<file path="src/rtl/sram_arb_pkg.sv">
// Shared types and constants for the SRAM round-robin arbiter.
package sram_arb_pkg;

  localparam int DEFAULT_NUM_REQ = 2;
  localparam int STAT_WIDTH      = 16;

  typedef logic [$clog2(DEFAULT_NUM_REQ)-1:0] req_idx_t;

  typedef enum logic {
    ST_UNLOCKED = 1'b0,
    ST_LOCKED   = 1'b1
  } lock_state_e;

  // Saturating increment for the statistics counters.
  function automatic logic [STAT_WIDTH-1:0] sat_inc(input logic [STAT_WIDTH-1:0] v);
    return (&v) ? v : v + STAT_WIDTH'(1);
  endfunction

endpackage

</file>
<file path="src/rtl/sram_arbiter_rr.sv">
// Combinational round-robin picker: first asserted request at or after ptr.
module rr_arbiter #(
  parameter int NUM_REQ = 2,
  parameter int IDX_W   = 1
) (
  input  logic [NUM_REQ-1:0] req,
  input  logic [IDX_W-1:0]   ptr,
  output logic [NUM_REQ-1:0] gnt,
  output logic [IDX_W-1:0]   gnt_idx
);

  logic             found;
  logic [IDX_W-1:0] idx;

  // Scan requesters in rotated order starting at ptr and keep the first hit.
  always_comb begin
    gnt     = '0;
    gnt_idx = '0;
    found   = 1'b0;
    idx     = '0;
    for (int k = 0; k < NUM_REQ; k++) begin
      idx = IDX_W'((int'(ptr) + k) % NUM_REQ);
      if (!found && req[idx]) begin
        found        = 1'b1;
        gnt[idx]     = 1'b1;
        gnt_idx      = idx;
      end
    end
  end

endmodule

</file>
<file path="src/rtl/sram_arbiter.sv">
// Round-robin arbiter sharing one single-port SRAM between NUM_REQ requesters,
// with burst locking and one-cycle read-response routing.
// Optional statistics counters are enabled with the SRAM_ARB_STATS_EN macro.
module sram_arbiter
  import sram_arb_pkg::*;
#(
  parameter int DATA_WIDTH = 8,
  parameter int ADDR_WIDTH = 4,
  parameter int NUM_REQ    = DEFAULT_NUM_REQ
) (
  input  logic                                 clk,
  input  logic                                 rst_n,
  input  logic [NUM_REQ-1:0]                   req_valid,
  output logic [NUM_REQ-1:0]                   req_ready,
  input  logic [NUM_REQ-1:0]                   req_we,
  input  logic [NUM_REQ-1:0]                   req_lock,
  input  logic [NUM_REQ-1:0][ADDR_WIDTH-1:0]   req_addr,
  input  logic [NUM_REQ-1:0][DATA_WIDTH-1:0]   req_wdata,
  output logic [NUM_REQ-1:0]                   rsp_valid,
  output logic [DATA_WIDTH-1:0]                rsp_rdata,
  output logic                                 mem_cs,
  output logic                                 mem_we,
  output logic [ADDR_WIDTH-1:0]                mem_addr,
  output logic [DATA_WIDTH-1:0]                mem_din,
  input  logic [DATA_WIDTH-1:0]                mem_dout
`ifdef SRAM_ARB_STATS_EN
  ,
  output logic [NUM_REQ-1:0][STAT_WIDTH-1:0]   grant_cnt,
  output logic [NUM_REQ-1:0][STAT_WIDTH-1:0]   stall_cnt
`endif
);

  localparam int IDX_W = $clog2(NUM_REQ);

  lock_state_e          state_q, state_d;
  logic [IDX_W-1:0]     owner_q, owner_d;
  logic [IDX_W-1:0]     ptr_q, ptr_d;
  logic [NUM_REQ-1:0]   rd_tag_q, rd_tag_d;

  logic [NUM_REQ-1:0]   rr_gnt;
  logic [IDX_W-1:0]     rr_idx;
  logic [NUM_REQ-1:0]   ready;
  logic [NUM_REQ-1:0]   hs;
  logic [IDX_W-1:0]     hs_idx;
  logic                 hs_any;

  rr_arbiter #(
    .NUM_REQ (NUM_REQ),
    .IDX_W   (IDX_W)
  ) u_rr (
    .req     (req_valid),
    .ptr     (ptr_q),
    .gnt     (rr_gnt),
    .gnt_idx (rr_idx)
  );

  // Grant selection: a lock owner overrides round-robin; nothing is granted in reset.
  always_comb begin
    ready  = rr_gnt;
    hs_idx = rr_idx;
    if (state_q == ST_LOCKED) begin
      ready          = '0;
      ready[owner_q] = 1'b1;
      hs_idx         = owner_q;
    end
    if (!rst_n) begin
      ready = '0;
    end
  end

  assign req_ready = ready;
  assign hs        = req_valid & ready;
  assign hs_any    = |hs;

  // SRAM pins follow the granted requester; cs only on a real handshake.
  always_comb begin
    mem_cs   = hs_any;
    mem_we   = hs_any & req_we[hs_idx];
    mem_addr = req_addr[hs_idx];
    mem_din  = req_wdata[hs_idx];
  end

  assign rsp_valid = rd_tag_q;
  assign rsp_rdata = mem_dout;

  // Next-state: lock FSM, priority pointer and read-response tag.
  always_comb begin
    state_d  = state_q;
    owner_d  = owner_q;
    ptr_d    = ptr_q;
    rd_tag_d = '0;
    if (hs_any) begin
      if (!req_we[hs_idx]) begin
        rd_tag_d[hs_idx] = 1'b1;
      end
      if (req_lock[hs_idx]) begin
        state_d = ST_LOCKED;
        owner_d = hs_idx;
      end else begin
        state_d = ST_UNLOCKED;
        ptr_d   = IDX_W'((int'(hs_idx) + 1) % NUM_REQ);
      end
    end
  end

  // Control registers with synchronous active-low reset.
  always_ff @(posedge clk) begin
    if (!rst_n) begin
      state_q  <= ST_UNLOCKED;
      owner_q  <= '0;
      ptr_q    <= '0;
      rd_tag_q <= '0;
    end else begin
      state_q  <= state_d;
      owner_q  <= owner_d;
      ptr_q    <= ptr_d;
      rd_tag_q <= rd_tag_d;
    end
  end

`ifdef SRAM_ARB_STATS_EN
  logic [NUM_REQ-1:0][STAT_WIDTH-1:0] grant_cnt_q, grant_cnt_d;
  logic [NUM_REQ-1:0][STAT_WIDTH-1:0] stall_cnt_q, stall_cnt_d;

  // Per-requester saturating handshake and stall counters.
  always_comb begin
    grant_cnt_d = grant_cnt_q;
    stall_cnt_d = stall_cnt_q;
    for (int i = 0; i < NUM_REQ; i++) begin
      if (hs[i]) begin
        grant_cnt_d[i] = sat_inc(grant_cnt_q[i]);
      end
      if (req_valid[i] && !ready[i]) begin
        stall_cnt_d[i] = sat_inc(stall_cnt_q[i]);
      end
    end
  end

  // Counter registers, cleared by reset.
  always_ff @(posedge clk) begin
    if (!rst_n) begin
      grant_cnt_q <= '0;
      stall_cnt_q <= '0;
    end else begin
      grant_cnt_q <= grant_cnt_d;
      stall_cnt_q <= stall_cnt_d;
    end
  end

  assign grant_cnt = grant_cnt_q;
  assign stall_cnt = stall_cnt_q;
`endif

endmodule
</file>
<file path="config.mk">
export PLATFORM = sky130hd
export DESIGN_NAME = sram_arbiter
export DESIGN_NICKNAME = d
export VERILOG_FILES = /design/src/rtl/sram_arb_pkg.sv /design/src/rtl/sram_arbiter_rr.sv /design/src/rtl/sram_arbiter.sv
export SDC_FILE = /design/constraint.sdc
export NUM_CORES = 1
export LEC_CHECK = 0
export BUFFER_PORTS_ARGS = -buffer_cell sky130_fd_sc_hd__buf_2
export CAP_MARGIN = 30
export CORE_MARGIN = 1.5
export CORE_UTILIZATION = 31
export CTS_BUF_LIST = sky130_fd_sc_hd__clkbuf_16
export CTS_CLUSTER_DIAMETER = 30
export DETAILED_ROUTE_END_ITERATION = 8
export MAX_ROUTING_LAYER = met4
export PLACE_DENSITY = 0.78
export SLEW_MARGIN = 0
export SYNTH_ARGS = -nofsm -noshare
export SYNTH_HDL_FRONTEND = slang
export SYNTH_SLANG_ARGS = --single-unit
</file>
<file path="constraint.sdc">
create_clock -name clk -period 1.7 [get_ports clk]
set_input_delay 0.17 -clock clk [delete_from_list [all_inputs] [get_ports clk]]
set_output_delay 0.17 -clock clk [all_outputs]
set_load 0.05 [all_outputs]
</file>
# == Yosys cells after proc, flatten, opt, wreduce, memory -nomap -nowiden ==
# Index checks and enable logic that the tools add are counted.
# word_totals
ff_bits,5
inputBits,40
# op_classes
n_addsub,2
reduce_logical,10
magnitude_cmp,8
bitwise,6
n_mux,29
# ops
op,n
two-way mux 1 bit,17
two-way mux 8 bit,2
less-than comparator 1 x 2 -> 1 bit (second input constant),4
two-way mux 2 bit,4
two-way mux 4 bit,2
logical AND 1 bit,5
demux 1 bit (select 1 bit),4
greater-or-equal comparator 1 bit (second input constant),4
AND reduction 2 bit,2
NOT 1 bit,3
OR reduction 3 bit,1
adder 1 bit (second input constant),2
AND 2 bit,1
OR 2 bit,1
OR reduction 2 bit,1
AND 1 bit,1
logical NOT 1 bit,1

# == Longest topological paths before layout ==
# depth
word_depth,13
mapped_depth,5
mapped_depth_nobuf,5

# == Hierarchy ==
# A second synthesis with hierarchy kept.
# unflattened
hier_cells,62
hier_area_um2,595.6
# modules_own_cells
mod,n_inst,area_per_inst_um2,cells_per_inst
sram_arbiter,1,565.5,58
rr_arbiter,1,30.0,4

# == Least setup slack after synthesis ==
# Ideal clock, no wire load.
# synth_path
path_type,reg2out
from,register state_q
to,output port req_ready[0]
required_time_ps,1530
path_slack_ps,-194
path_stages_with_launch,3
arrival_ps,1724
path_cell_list,dfxtp_1 -> or2b_1 -> a21boi_0
# synth_via
elab_chain_cells,2
# synth_rtl
element,line,rtl
start: declaration,sram_arbiter.sv:35,"lock_state_e state_q, state_d;"
start signal: assignment,sram_arbiter.sv:114,state_q <= state_d;
two-way mux 2 bit,sram_arbiter.sv:61,if (state_q == ST_LOCKED) begin
two-way mux 2 bit,sram_arbiter.sv:66,if (!rst_n) begin
end: declaration,sram_arbiter.sv:14,"output logic [NUM_REQ-1:0] req_ready,"
# No other way between the ends.

# == Worst setup path in the final report ==
# layout_path
from,register state_q
to,output port mem_din[3]
# layout_via
elab_chain_cells,3
# layout_rtl
element,line,rtl
two-way mux 1 bit,sram_arbiter.sv:61,
two-way mux 8 bit (implied by the code) (2 in a row),sram_arbiter.sv:80,mem_din = req_wdata[hs_idx];
end: declaration,sram_arbiter.sv:24,"output logic [DATA_WIDTH-1:0] mem_din,"
# No other way between the ends. The select of a mux whose other input is x is not followed.

==> run metrics <==
class of the tightest hold or removal check input pin to flip-flop; initial antenna violation count 0; failing checks negative setup slack; GR Util All Layers 0.236; Clk Tree Root Cell sky130_fd_sc_hd__clkbuf_16; Syn Nets 95; count of max-cap constraint violations 0; run status complete, but fails checks; final hold viol count 0; placeable core area 1520 µm²; Area growth, synth to finish 105%; flip-flop and latch count after synthesis 5; most common library cell in the layout ignoring fill and taps sky130_fd_sc_hd__buf_2; post-route setup slack -7.38 ps; DR pass1 iterations 3; data arrival time of the critical path 1540 ps; total power density per cell area 914 nW/µm²; slew of the pin with the lowest slew margin 247 ps; number of nets in the layout 150; # H-tree levels 1; sum of net half-perimeters after detailed placement 1170 µm; commonest cells after routing, fill and taps aside sky130_fd_sc_hd__buf_2, sky130_fd_sc_hd__mux2_4, sky130_fd_sc_hd__buf_8, sky130_fd_sc_hd__buf_4, sky130_fd_sc_hd__buf_6; count of unresolved DRC violations after routing 0; post-synth design cell area 510 µm²; number of buffers added on ports 49; unrepaired setup endpoints after global routing yes; grt total ovfl 0; Setup violations, final 2; die area 1900 µm²; effective utilization at floorplan 0.335; via count of the first global-routing pass 676; CP Class flip-flop to output pin; final slew viol count 0; worst-path maximum fanout 5; DRT antenna net count 0; placer congestion estimate 0.727; synthesized netlist cell count 55; crit-path cells nand2b_4 -> o21ai_4 -> buf_6 -> mux2_4 -> buf_8; clk_lat worst skew 230 ps; type of origin of the critical path flip-flop; clock tree from TritonCTS yes; largest net degree at the start of global routing 8; layout cell share with drive strength beyond 1 0.752; number of cell rows 14; peak supply drop 0.601 mV; Boundary Pins 66; cell with the largest stage delay on the worst path sky130_fd_sc_hd__dfxtp_2; Max-slew headroom 0.836; count of warnings emitted by yosys 0; clock input transition at the sequential cells of the worst setup and hold paths 30 ps; height of the chip 43.6 µm; critical path data required time 1530 ps; Via Count 624; Fmax achieved 586 MHz; Die Width 43.6 µm; first-pass GRT wire length 3060 µm; number of inserted filler cells in the final layout 109; Clock Tree Buf Depth 2; number of antenna cells inserted 0; post-synth cell types 23; Leak 0.541 nW; Setup TNS -11.9 ps; DR WL/cell 16.0 µm; kind of end point of the critical path output pin; starting DRC count in detailed routing 3; sequential area share after synthesis 0.196; post-route minimum period 1710 ps; total clock buffers created by CTS 3; final cycle utilization of the critical path 1.00; mean instance size in the synthesized netlist 9.28 µm²; sink count of the clock tree 5; post-route clock skew 1.31 ps; Hold Buf Count CTS 0; Avg Vias per Cell 4.99; Final Hold Slack 121 ps; delay of the slowest critical-path stage 320 ps; final WL 2000 µm
## metrics by stage
stage / worst slack, ps / std cells / cell area (µm²) / utilization / total power, mW
finish: -7.38 / 125 / 1050 / 0.687 / 0.957
global placement: 182 / 112 / 723 / 0.475 / 0.441
global route: -40.9 / 125 / 1050 / 0.687 / 0.990
CTS: -52.9 / 126 / 1100 / 0.721 / 0.985
floorplan: 112 / 55 / 513 / - / 0.414
detailed placement: 142 / 112 / 723 / 0.475 / 0.447
## path summary, 6_finish.rpt
| path | slack [ps] | to | startpoint | cells past startpoint |
|---|---|---|---|---|
| max | -7 | mem_din[3] | state_q$_SDFFE_PN0P_ | 5 |
| min | 120 | rsp_valid[0]$_SDFF_PP0_ | req_we[0] | 2 |
| max reg2reg | 380 | state_q$_SDFFE_PN0P_ | state_q$_SDFFE_PN0P_ | 7 |
| min reg2reg | 540 | ptr_q$_SDFFE_PN0P_ | ptr_q$_SDFFE_PN0P_ | 2 |
## registers in the layout, summed over array words and instances (netlist names)
signal     cells
ptr_q          1
rsp_valid      2
state_q        1
owner_q        1
## logic make-up after synthesis
kind of cell    share of synthesized area
compound gates                      0.169
buf+inv                             0.154
flops                               0.196
mux                                 0.324
simple gates                        0.157
## timing repair
action	4_1_cts	5_1_grt
gates resized for setup	56	4
endpoints found under the setup margin	13	14
pin swaps	1	1
setup buffers	8	2
cloned	2	0
## synth_stat cells
master | n | area, µm²
sky130_fd_sc_hd__dfxtp_1 | 5 | 100
sky130_fd_sc_hd__nand3b_1 | 1 | 7.51
sky130_fd_sc_hd__nand2_1 | 3 | 11.3
sky130_fd_sc_hd__a21oi_1 | 3 | 15.0
sky130_fd_sc_hd__nand2b_4 | 1 | 13.8
sky130_fd_sc_hd__a21boi_0 | 1 | 7.51
sky130_fd_sc_hd__o21ai_0 | 3 | 15.0
sky130_fd_sc_hd__nor2_1 | 3 | 11.3
sky130_fd_sc_hd__o21a_1 | 1 | 7.51
sky130_fd_sc_hd__buf_8 | 1 | 15.0
sky130_fd_sc_hd__o21ai_4 | 1 | 16.3
sky130_fd_sc_hd__mux2_2 | 12 | 135
sky130_fd_sc_hd__mux2i_1 | 3 | 30.0
sky130_fd_sc_hd__a2bb2oi_1 | 1 | 8.76
sky130_fd_sc_hd__nor3b_1 | 1 | 7.51
sky130_fd_sc_hd__o211ai_1 | 1 | 7.51
sky130_fd_sc_hd__or2b_1 | 1 | 7.51
sky130_fd_sc_hd__nor3_1 | 1 | 5.00
sky130_fd_sc_hd__inv_1 | 1 | 3.75
sky130_fd_sc_hd__nor2b_2 | 1 | 8.76
sky130_fd_sc_hd__buf_4 | 8 | 60.1
sky130_fd_sc_hd__a21o_2 | 1 | 8.76
sky130_fd_sc_hd__and2_2 | 1 | 7.51
## metal layers
| metal | GRT usage | vias to the layer above | share of wire |
|---|---|---|---|
| met5 | - | - | 0 |
| met4 | 0.133 | 0 | 0.026 |
| met3 | 0.0667 | 4 | 0.088 |
| met2 | 0.400 | 41 | 0.54 |
| met1 | 0.241 | 285 | 0.35 |
| li1 | - | 294 | - |
## report_power, final
part | internal (mW) | switching (mW)
registers | 0.127 | 0.00614
logic | 0.209 | 0.236
clock network | 0.304 | 0.0755
total | 0.640 | 0.317
## critical path, delay by kind of cell, from the launching register on
| family | cells | cell delay, ps |
|---|---|---|
| flops | 1 | 320 |
| compound gates | 1 | 200 |
| mux | 1 | 320 |
| buf+inv | 2 | 320 |
| simple gates | 1 | 150 |
## cell type report
cell class / instances / area (µm²) / share of cell area
clock buffer: 3 / 75.1 / 0.0717
tap: 16 / 20.0 / 0.0191
timing repair buffer: 59 / 463 / 0.442
multi-input combinational: 40 / 379 / 0.362
sequential: 5 / 103 / 0.0980
inverter: 1 / 3.75 / 0.00358
clock inverter: 1 / 3.75 / 0.00358
Power figures use the tool's default switching activity.
